[config.mk]
export PLATFORM = sky130hd
export DESIGN_NAME = mem_wb_hilo
export DESIGN_NICKNAME = d
export VERILOG_FILES = /design/src/rtl/mem_wb_hilo.sv
export SDC_FILE = /design/constraint.sdc
export NUM_CORES = 1
export LEC_CHECK = 0
export BUFFER_PORTS_ARGS = -buffer_cell sky130_fd_sc_hd__buf_2
export CAP_MARGIN = 20
export CORE_MARGIN = 2
export CORE_UTILIZATION = 35
export DETAILED_ROUTE_END_ITERATION = 10
export PLACE_DENSITY_LB_ADDON = 0.08
export SKIP_CTS_REPAIR_TIMING = 1
export SYNTH_ARGS = -nofsm -noshare
export SYNTH_HDL_FRONTEND = slang
export SYNTH_SLANG_ARGS = --single-unit
[constraint.sdc]
create_clock -name clk -period 1.7 [get_ports clk]
set_input_delay 0.085 -clock clk [delete_from_list [all_inputs] [get_ports clk]]
set_output_delay 0.085 -clock clk [all_outputs]
set_load 0.01 [all_outputs]
[src/rtl/mem_wb_hilo.sv]
// MEM->WB pipeline register merged with the architectural HI/LO pair.
// HI/LO commit one edge after a bundle reaches WB; EX reads HI/LO through a WB-first forward mux.
module mem_wb_hilo #(
  parameter int unsigned DATA_W   = 32,
  parameter int unsigned ADDR_W   = 5,
  parameter int unsigned NOP_ADDR = 0
) (
  input  logic              clk,
  input  logic              rst,
  input  logic              mem_stall,
  input  logic              wb_stall,
  input  logic              flush,
  input  logic [DATA_W-1:0] mem_wdata_i,
  input  logic [ADDR_W-1:0] mem_waddr_i,
  input  logic              mem_wen_i,
  input  logic [DATA_W-1:0] mem_hi_i,
  input  logic [DATA_W-1:0] mem_lo_i,
  input  logic              mem_hilo_wen_i,
  output logic [DATA_W-1:0] wb_wdata_o,
  output logic [ADDR_W-1:0] wb_waddr_o,
  output logic              wb_wen_o,
  output logic [DATA_W-1:0] wb_hi_o,
  output logic [DATA_W-1:0] wb_lo_o,
  output logic              wb_hilo_wen_o,
  output logic [DATA_W-1:0] hi_o,
  output logic [DATA_W-1:0] lo_o,
  output logic [DATA_W-1:0] hi_fwd_o,
  output logic [DATA_W-1:0] lo_fwd_o
);

  localparam logic [ADDR_W-1:0] NopAddr = ADDR_W'(NOP_ADDR);

  logic [DATA_W-1:0] wdata_q, wdata_d;
  logic [ADDR_W-1:0] waddr_q, waddr_d;
  logic              wen_q, wen_d;
  logic [DATA_W-1:0] whi_q, whi_d;
  logic [DATA_W-1:0] wlo_q, wlo_d;
  logic              hilo_wen_q, hilo_wen_d;
  logic [DATA_W-1:0] hi_q, hi_d;
  logic [DATA_W-1:0] lo_q, lo_d;
  logic              bubble;

  // Flush beats both stalls; a MEM stall with a free WB drains into a bubble.
  assign bubble = flush | (mem_stall & ~wb_stall);

  always_comb begin
    wdata_d    = wdata_q;
    waddr_d    = waddr_q;
    wen_d      = wen_q;
    whi_d      = whi_q;
    wlo_d      = wlo_q;
    hilo_wen_d = hilo_wen_q;
    if (bubble) begin
      wdata_d    = '0;
      waddr_d    = NopAddr;
      wen_d      = 1'b0;
      whi_d      = '0;
      wlo_d      = '0;
      hilo_wen_d = 1'b0;
    end else if (!wb_stall) begin
      wdata_d    = mem_wdata_i;
      waddr_d    = mem_waddr_i;
      wen_d      = mem_wen_i;
      whi_d      = mem_hi_i;
      wlo_d      = mem_lo_i;
      hilo_wen_d = mem_hilo_wen_i;
    end
  end

  // Commit uses current WB contents, so a concurrent flush cannot cancel it.
  always_comb begin
    hi_d = hi_q;
    lo_d = lo_q;
    if (hilo_wen_q && !wb_stall) begin
      hi_d = whi_q;
      lo_d = wlo_q;
    end
  end

  always_ff @(posedge clk) begin
    if (rst) begin
      wdata_q    <= '0;
      waddr_q    <= NopAddr;
      wen_q      <= 1'b0;
      whi_q      <= '0;
      wlo_q      <= '0;
      hilo_wen_q <= 1'b0;
      hi_q       <= '0;
      lo_q       <= '0;
    end else begin
      wdata_q    <= wdata_d;
      waddr_q    <= waddr_d;
      wen_q      <= wen_d;
      whi_q      <= whi_d;
      wlo_q      <= wlo_d;
      hilo_wen_q <= hilo_wen_d;
      hi_q       <= hi_d;
      lo_q       <= lo_d;
    end
  end

  assign wb_wdata_o    = wdata_q;
  assign wb_waddr_o    = waddr_q;
  assign wb_wen_o      = wen_q;
  assign wb_hi_o       = whi_q;
  assign wb_lo_o       = wlo_q;
  assign wb_hilo_wen_o = hilo_wen_q;
  assign hi_o          = hi_q;
  assign lo_o          = lo_q;
  assign hi_fwd_o      = hilo_wen_q ? whi_q : hi_q;
  assign lo_fwd_o      = hilo_wen_q ? wlo_q : lo_q;

endmodule

### Yosys cells after proc, flatten, opt, wreduce, memory -nomap -nowiden

Index checks and enable logic that the tools add are counted.

| word-level totals | value |
|---|---|
| input bits | 108 |
| output and inout port bits | 231 |
| bits in registers | 167 |

| cells by class | value |
|---|---|
| multiplexer cells | 2 |
| reductions and logical operators | 3 |
| bitwise operators | 3 |

Operators by type and width:

| cell | count |
|---|---|
| $mux 32 | 2 |
| $reduce_or 2->1 | 1 |
| $and 1x1->1 | 1 |
| $logic_and 1x1->1 | 1 |
| $logic_not 1->1 | 1 |
| $not 1->1 | 1 |
| $or 1x1->1 | 1 |

### Logic depth before layout (Yosys ltp)

Gate-level depths: netlist (run 1).

| logic depth | value |
|---|---|
| depth after elaboration | 4 |
| gate-level depth with buffers | 6 |

### Worst setup path before layout (run 1)

OpenSTA, ideal clock, no wires.

| path | value |
|---|---|
| path kind | register -> output |
| start | register hilo_wen_q (netlist: wb_hilo_wen_o) |
| end | output port hi_fwd_o[11] |
| cell stages (with the launch flop) | 4 |
| arrival time | 1165 ps |
| data required time | 1615 ps |
| slack | 450 ps |
| path through | dfxtp_1 > buf_2 > buf_4 > mux2_2 |

| between the ends | value |
|---|---|
| longest elaborated chain between the ends | 1 |

RTL lines:

| element | RTL line | source |
|---|---|---|
| start, declared | 38 | `logic hilo_wen_q, hilo_wen_d;` |
| start signal, assigned | 96 | `hilo_wen_q <= hilo_wen_d;` |
| $mux 32 | 110 | `assign hi_fwd_o = hilo_wen_q ? whi_q : hi_q;` |
| end, declared | 27 | `output logic [DATA_W-1:0] hi_fwd_o,` |

Every way passes these cells.

### Worst setup path in the final report (run 1)

| path | value |
|---|---|
| start | register hilo_wen_q (netlist: wb_hilo_wen_o) |
| end | output port hi_fwd_o[6] |

Same word-level chain as after synthesis.

==> run summary, run 1 <==
outcome: finished with violations
violated checks: hold timing
Total Die Area: 0.02092 sq mm
share of layout cells above drive strength 1: 0.4064
largest voltage drop on the vdd net: 0.0006625 V
count of buffers from port buffering: 338
clock insertion delay at the later pin of the skew report: 0.42 ns
worst reg2reg setup slack: 0.42 ns
Switching Power: 2.031 mW
aggregate routed wire length: 22.21 mm
row count: 51
final-stage net count: 1222
worst slew slack as a fraction of its limit: 0.4851
TritonRoute pass-1 iters: 4
vias per cell: 4.776
FF+latch count, synth: 167
Worst Path Class, Setup: reg -> out
launch instance of the worst register-to-register path: wb_hilo_wen_o
Clock transition at path regs: 0.06 ns
Core Footprint: 0.01946 sq mm
TritonCTS Buffers: 17
antenna violations before repair: 2
number of instances in the synthesized netlist: 809
fin crit share: 0.9729
count of pins over their slew limit: 0
first-iteration detailed-routing DRC count: 229
net switching share of the total power: 0.2432
max-capacitance violation count: 0
Final ANT Viol Nets: 0
number of global-route vias before repair: 5803
chip height: 144.6 um
capturing element of the worst setup path: hi_fwd_o[6]
synthesis-to-finish area growth: 37.45%
relative contribution of combinational cells to total power: 0.076
Die X: 144.6 um
sequential group share of total power: 0.480
Distinct cells, synth: 14
Min Clock Period, post-route: 1.654 ns
final setup fails: 0
initial core utilization: 0.3556
Internal Dissipation: 6.319 mW
average cell area after synthesis: 8.556 sq um
Setup TNS Final: 0 ns
power per standard cell area: 877.7 mW/mm^2
Netlist Area Pre-Place: 0.006922 sq mm
Highest Clock Rate: 604.6 MHz
number of buffers between clock root and the deepest sink: 2
drc violations: 0
logic depth of the worst register-to-register path: 5
final non-filler cell area: 0.009514 sq mm
critical path startpoint category: flip-flop
critical register-to-register path endpoint: hi_o[12]
Warnings, synthesis: 0
part of the Yosys area used for sequential elements: 0.4830
global router's overall resource usage: 0.1974
beginning of the critical path: wb_hilo_wen_o
worst hold slack across all endpoints: -0.01896 ns
CTS sink cnt: 167
post-placement cell area: 0.008817 sq mm
Final Skew: 0.01180 ns
routability congestion estimate: 0.7674
wire length of the first global-routing pass: 32.03 mm
detailed-route wire length per cell: 15.92 um
synthesized netlist net count: 917
I/O pin total: 339
fraction of power consumed by the clock network: 0.444
H-tree depth reported by CTS: 4
TritonCTS clock tree: done
type of destination of the critical path: primary output
biggest fanout along the worst timing path: 17
detailed placement HPWL: 14.55 mm
clock tree root driver cell: clkbuf_16
Static Leak: 4.298 nW
pin slew with the least headroom to its limit: 0.7723 ns
Arrival @ worst endpoint: 1.57 ns
data required time at the worst endpoint: 1.62 ns
GRT Residual Overflow: 0
largest net degree at the start of global routing: 107
Hold/Removal Path Class: in -> reg
total number of vias: 6663
Fin. Hold Viols: 1
[worst min path at each step]
stage / startpoint / to / cells after the start
after CTS: wb_stall / wb_hilo_wen_o / 3
after detailed placement: wb_stall / wb_hilo_wen_o / 3
after global placement: wb_stall / wb_hilo_wen_o / 3
after floorplan: mem_hilo_wen_i / wb_hilo_wen_o / 3
after global routing: wb_stall / wb_hilo_wen_o / 3
final: wb_stall / wb_hilo_wen_o / 3
[placed cells by master, fill, tap and decap left out]
master      synthesis  final
clkbuf_16           0     19
a21oi_1           167    167
nand2_1           128    128
inv_6               0      3
buf_6               1      3
nor2_1            103    103
nor2b_4             0      1
buf_4               9      8
dfxtp_4             0      1
clkinvlp_4          0      6
buf_12              0     10
or2_4               0      1
clkbuf_1           28      2
clkinv_4            0      2
nand2b_2            0      1
diode_2             0      3
clkbuf_8            0      1
mux2_4              0      1
mux2_2             64     63
buf_2              35    337
dfxtp_1           167    166
nor3b_1           103    103
bufinv_16           0      1
[stage by stage]
| step | total power [mW] | hold slack, ns | worst slack (ns) | utilization | std cells |
|---|---|---|---|---|---|
| 2_1_floorplan | 4.459 | 0.3904 | 0.4499 | - | 809 |
| 3_3_place_gp | 4.717 | 0.4361 | 0.4302 | 0.4530 | 1351 |
| 3_5_place_dp | 4.721 | 0.4095 | 0.4226 | 0.4530 | 1351 |
| 4_1_cts | 8.440 | -0.02974 | -0.008291 | 0.4821 | 1383 |
| 5_1_grt | 8.688 | 0.02027 | -0.009685 | 0.4887 | 1394 |
| 6_report | 8.350 | -0.01896 | 0.04606 | 0.4888 | 1395 |
[synth_stat cells]
| library cell | number | share of area |
|---|---|---|
| a21oi_1 | 167 | 0.12 |
| buf_1 | 1 | 0.00054 |
| buf_2 | 35 | 0.025 |
| buf_4 | 9 | 0.0098 |
| buf_6 | 1 | 0.0016 |
| clkbuf_1 | 28 | 0.015 |
| dfxtp_1 | 167 | 0.48 |
| mux2_2 | 64 | 0.10 |
| nand2_1 | 128 | 0.069 |
| nand2b_1 | 1 | 0.00090 |
| nor2_1 | 103 | 0.056 |
| nor2b_1 | 1 | 0.00090 |
| nor3b_1 | 103 | 0.11 |
| or2_1 | 1 | 0.00090 |
[worst max-delay path, cell delays in order, from the launching register on]
cell and delay [ns]:
dfxtp_4 0.37, buf_4 0.12, buf_12 0.15, mux2_2 0.35, buf_2 0.14
[kinds of logic (layout without fill, tap and decap cells)]
| family | Yosys count | after routing | synth area share |
|---|---|---|---|
| mux | 64 | 64 | 0.1041 |
| simple gates | 337 | 337 | 0.2397 |
| flops | 167 | 167 | 0.4830 |
| compound gates | 167 | 167 | 0.1208 |
| buf+inv | 74 | 392 | 0.05242 |
| other cells | 0 | 3 | 0 |
[power by group through the flow]
stage / sequential (mW) / clock [mW] / combinational, mW
5_1_grt: 4.01 / 3.97 / 0.708
6_report: 4.00 / 3.71 / 0.637
4_1_cts: 4.01 / 3.81 / 0.629
2_1_floorplan: 4.11 / 0 / 0.352
3_3_place_gp: 4.09 / 0 / 0.623
3_5_place_dp: 4.09 / 0 / 0.627
[cell type report]
class                      count  area, sq um
clock inverter                12        118.9
timing repair buffer         360         2031
clock buffer                  20        446.7
tap                          265        331.6
fill                        1985         9948
sequential                   167         3347
antenna                        3        7.507
multi-input combinational    568         3232
[sequential cells by signal, indices dropped and copies added, names as in the netlist]
signal	cells
wb_waddr_o	5
wb_hi_o	32
lo_o	32
wb_wen_o	1
wb_lo_o	32
wb_wdata_o	32
hi_o	32
wb_hilo_wen_o	1
[routing by layer]
layer	wire, um	global-route usage	up-vias
li1	-	-	3349
met4	289	0.06183	0
met2	10970	0.3360	219
met5	0	0	-
met1	9908	0.2539	3072
met3	1048	0.03609	23
(Power assumes the default switching activity.)
==> run 2: changes to the inputs <==
Settings changed: CELL_PAD_IN_SITES_DETAIL_PLACEMENT set to 2, CELL_PAD_IN_SITES_GLOBAL_PLACEMENT set to 2, CORE_UTILIZATION 35 to 27, PLACE_DENSITY set to 0.83, PLACE_DENSITY_LB_ADDON 0.08 to not set.
==> run summary, run 2 (same netlist as run 1, synthesis figures left out) <==
clock tree root driver cell: clkbuf_16
fin crit share: 0.9935 (+0.02056)
biggest fanout along the worst timing path: 6 (-11)
Hold/Removal Path Class: in -> reg
largest voltage drop on the vdd net: 0.0006195 V (-6.5%)
Core Footprint: 0.02518 sq mm (+29%)
global router's overall resource usage: 0.1937 (-0.003662)
Highest Clock Rate: 592.1 MHz (-2.1%)
Total Die Area: 0.02693 sq mm (+29%)
Die X: 164.1 um (+13%)
routability congestion estimate: 0.7350 (-4.2%)
chip height: 164.1 um (+13%)
critical path startpoint category: flip-flop
largest net degree at the start of global routing: 119 (+11%)
clock insertion delay at the later pin of the skew report: 0.41 ns (about the same)
final worst setup slack: 0.01111 ns (-0.03495 ns)
area of combinational cells with multiple inputs: 0.003232 sq mm (unchanged)
antenna violations before repair: 5 (+3)
power per standard cell area: 882.7 mW/mm^2 (+0.57%)
kind of cell adding the most delay to the critical path: buffers and inverters
initial core utilization: 0.2749 (-0.08077)
fill cell total of the finished layout: 2904 (+46%)
post-layout power: 8.483 mW (+1.6%)
Final Skew: 0.008973 ns (-0.002826 ns)
outcome: finished, final reports clean
total number of vias: 7093 (+6.5%)
detailed placement HPWL: 19.19 mm (+32%)
detailed-route wire length per cell: 19.05 um (+20%)
share of layout cells above drive strength 1: 0.4062 (about the same)
worst slew slack as a fraction of its limit: 0.4776 (-0.007540)
buffers plus inverters on the worst setup path: 3 (unchanged)
most used cells in the layout excluding fill and tap cells: buf_2, a21oi_1, dfxtp_1, nand2_1
count of buffers from port buffering: 338 (unchanged)
Static Leak: 4.310 nW (+0.27%)
Critical-path top delay cell: dfxtp_4
aggregate routed wire length: 27.78 mm (+25%)
CP peak stage delay: 0.36 ns (about the same)
number of global-route vias before repair: 7125 (+23%)
drc violations: 0 (unchanged)
first-iteration detailed-routing DRC count: 249 (+8.7%)
wire length of the first global-routing pass: 40.48 mm (+26%)
Fin. Hold Viols: 0 (-1)
Worst Path Class, Setup: reg -> out
area of all sequential standard cells: 0.003347 sq mm (unchanged)
count of pins over their slew limit: 0 (unchanged)
I/O pin total: 339 (unchanged)
final-stage net count: 1221 (-0.082%)
TritonRoute pass-1 iters: 4 (unchanged)
final setup fails: 0 (unchanged)
row count: 58 (+14%)
number of buffers between clock root and the deepest sink: 2 (unchanged)
TritonCTS Buffers: 17 (unchanged)
cells along the critical path: buf_12, buf_4, mux2_2, buf_2
unrepaired setup endpoints after global routing: yes
setup slack at placement: 0.3806 ns (-0.04203 ns)
most common library cell in the layout ignoring fill and taps: buf_2
Min Clock Period, post-route: 1.689 ns (+0.03495 ns)
GRT Residual Overflow: 0 (unchanged)
Arrival @ worst endpoint: 1.60 ns (+0.03 ns)
type of destination of the critical path: primary output
CTS sink cnt: 167 (unchanged)
Clock transition at path regs: 0.07 ns (about the same)
pin slew with the least headroom to its limit: 0.7836 ns (+0.01131 ns)
TritonCTS clock tree: done
vias per cell: 4.865 (+1.9%)
data required time at the worst endpoint: 1.62 ns (about the same)
synthesis-to-finish area growth: 38.85%
Final ANT Viol Nets: 0 (unchanged)
H-tree depth reported by CTS: 4 (unchanged)
max-capacitance violation count: 0 (unchanged)
[run 2: changes by cell type in the layout (fill, tap and decap cells not counted)]
cell / before / now
clkbuf_4: 0 / 1
clkbuf_1: 2 / 1
buf_4: 8 / 9
buf_6: 3 / 7
buf_2: 337 / 331
clkbuf_8: 1 / 0
buf_16: 0 / 1
clkinvlp_4: 6 / 2
buf_12: 10 / 7
clkinv_2: 0 / 1
buf_8: 0 / 1
inv_8: 0 / 4
[run 2: worst reg2reg max path, cell delays in order (launching register included)]
cell	delay, ns
dfxtp_4	0.36
clkbuf_4	0.18
buf_4	0.13
nor2b_4	0.15
buf_12	0.28
nand2_1	0.20
a21oi_1	0.14
[run 2: metrics by stage]
| step | TNS (ns) | utilization | instance area (sq um) | hold WS (ns) | std cells |
|---|---|---|---|---|---|
| 2_1_floorplan | 0 | - | 6922 | 0.3904 | 809 |
| 3_3_place_gp | 0 | 0.3524 | 8874 | 0.4323 | 1416 |
| 3_5_place_dp | 0 | 0.3524 | 8874 | 0.4478 | 1416 |
| 4_1_cts | -2.550 | 0.3749 | 9442 | 0.002051 | 1447 |
| 5_1_grt | -1.095 | 0.3816 | 9610 | 0.02821 | 1458 |
| 6_report | 0 | 0.3816 | 9610 | 0.02311 | 1458 |
[run 2: layout make-up]
class / instances / area share
diodes: 3 / 0.0007811
clock buffers: 18 / 0.04466
clock inverters: 13 / 0.01445
flip-flops and latches: 167 / 0.3483
repair buffers: 359 / 0.2126
multi-input cells: 568 / 0.3363
well taps: 330 / 0.04296
[run 2: layer usage]
| metal | vias to the layer above | GRT usage | wire (um) |
|---|---|---|---|
| li1 | 3336 | - | - |
| met1 | 3508 | 0.2357 | 11760 |
| met2 | 230 | 0.3475 | 14180 |
| met3 | 17 | 0.04444 | 1577 |
| met4 | 2 | 0.04067 | 253 |
| met5 | - | 0 | 13 |
[run 2: report_power, final]
part / switching (mW) / internal [mW] / leakage [nW]
clock: 1.75 / 2.07 / 0.275
combinational: 0.373 / 0.282 / 2.68
sequential: 0.0506 / 3.96 / 1.35
[run 2: final timing paths]
path | startpoint | end | slack (ns) | cells after the start
max | wb_hilo_wen_o | hi_fwd_o[30] | 0.01 | 4
min | wb_stall | wb_wdata_o[17] | 0.02 | 3
max reg2reg | wb_hilo_wen_o | hi_o[14] | 0.18 | 6
min reg2reg | lo_o[14] | lo_o[14] | 0.47 | 2
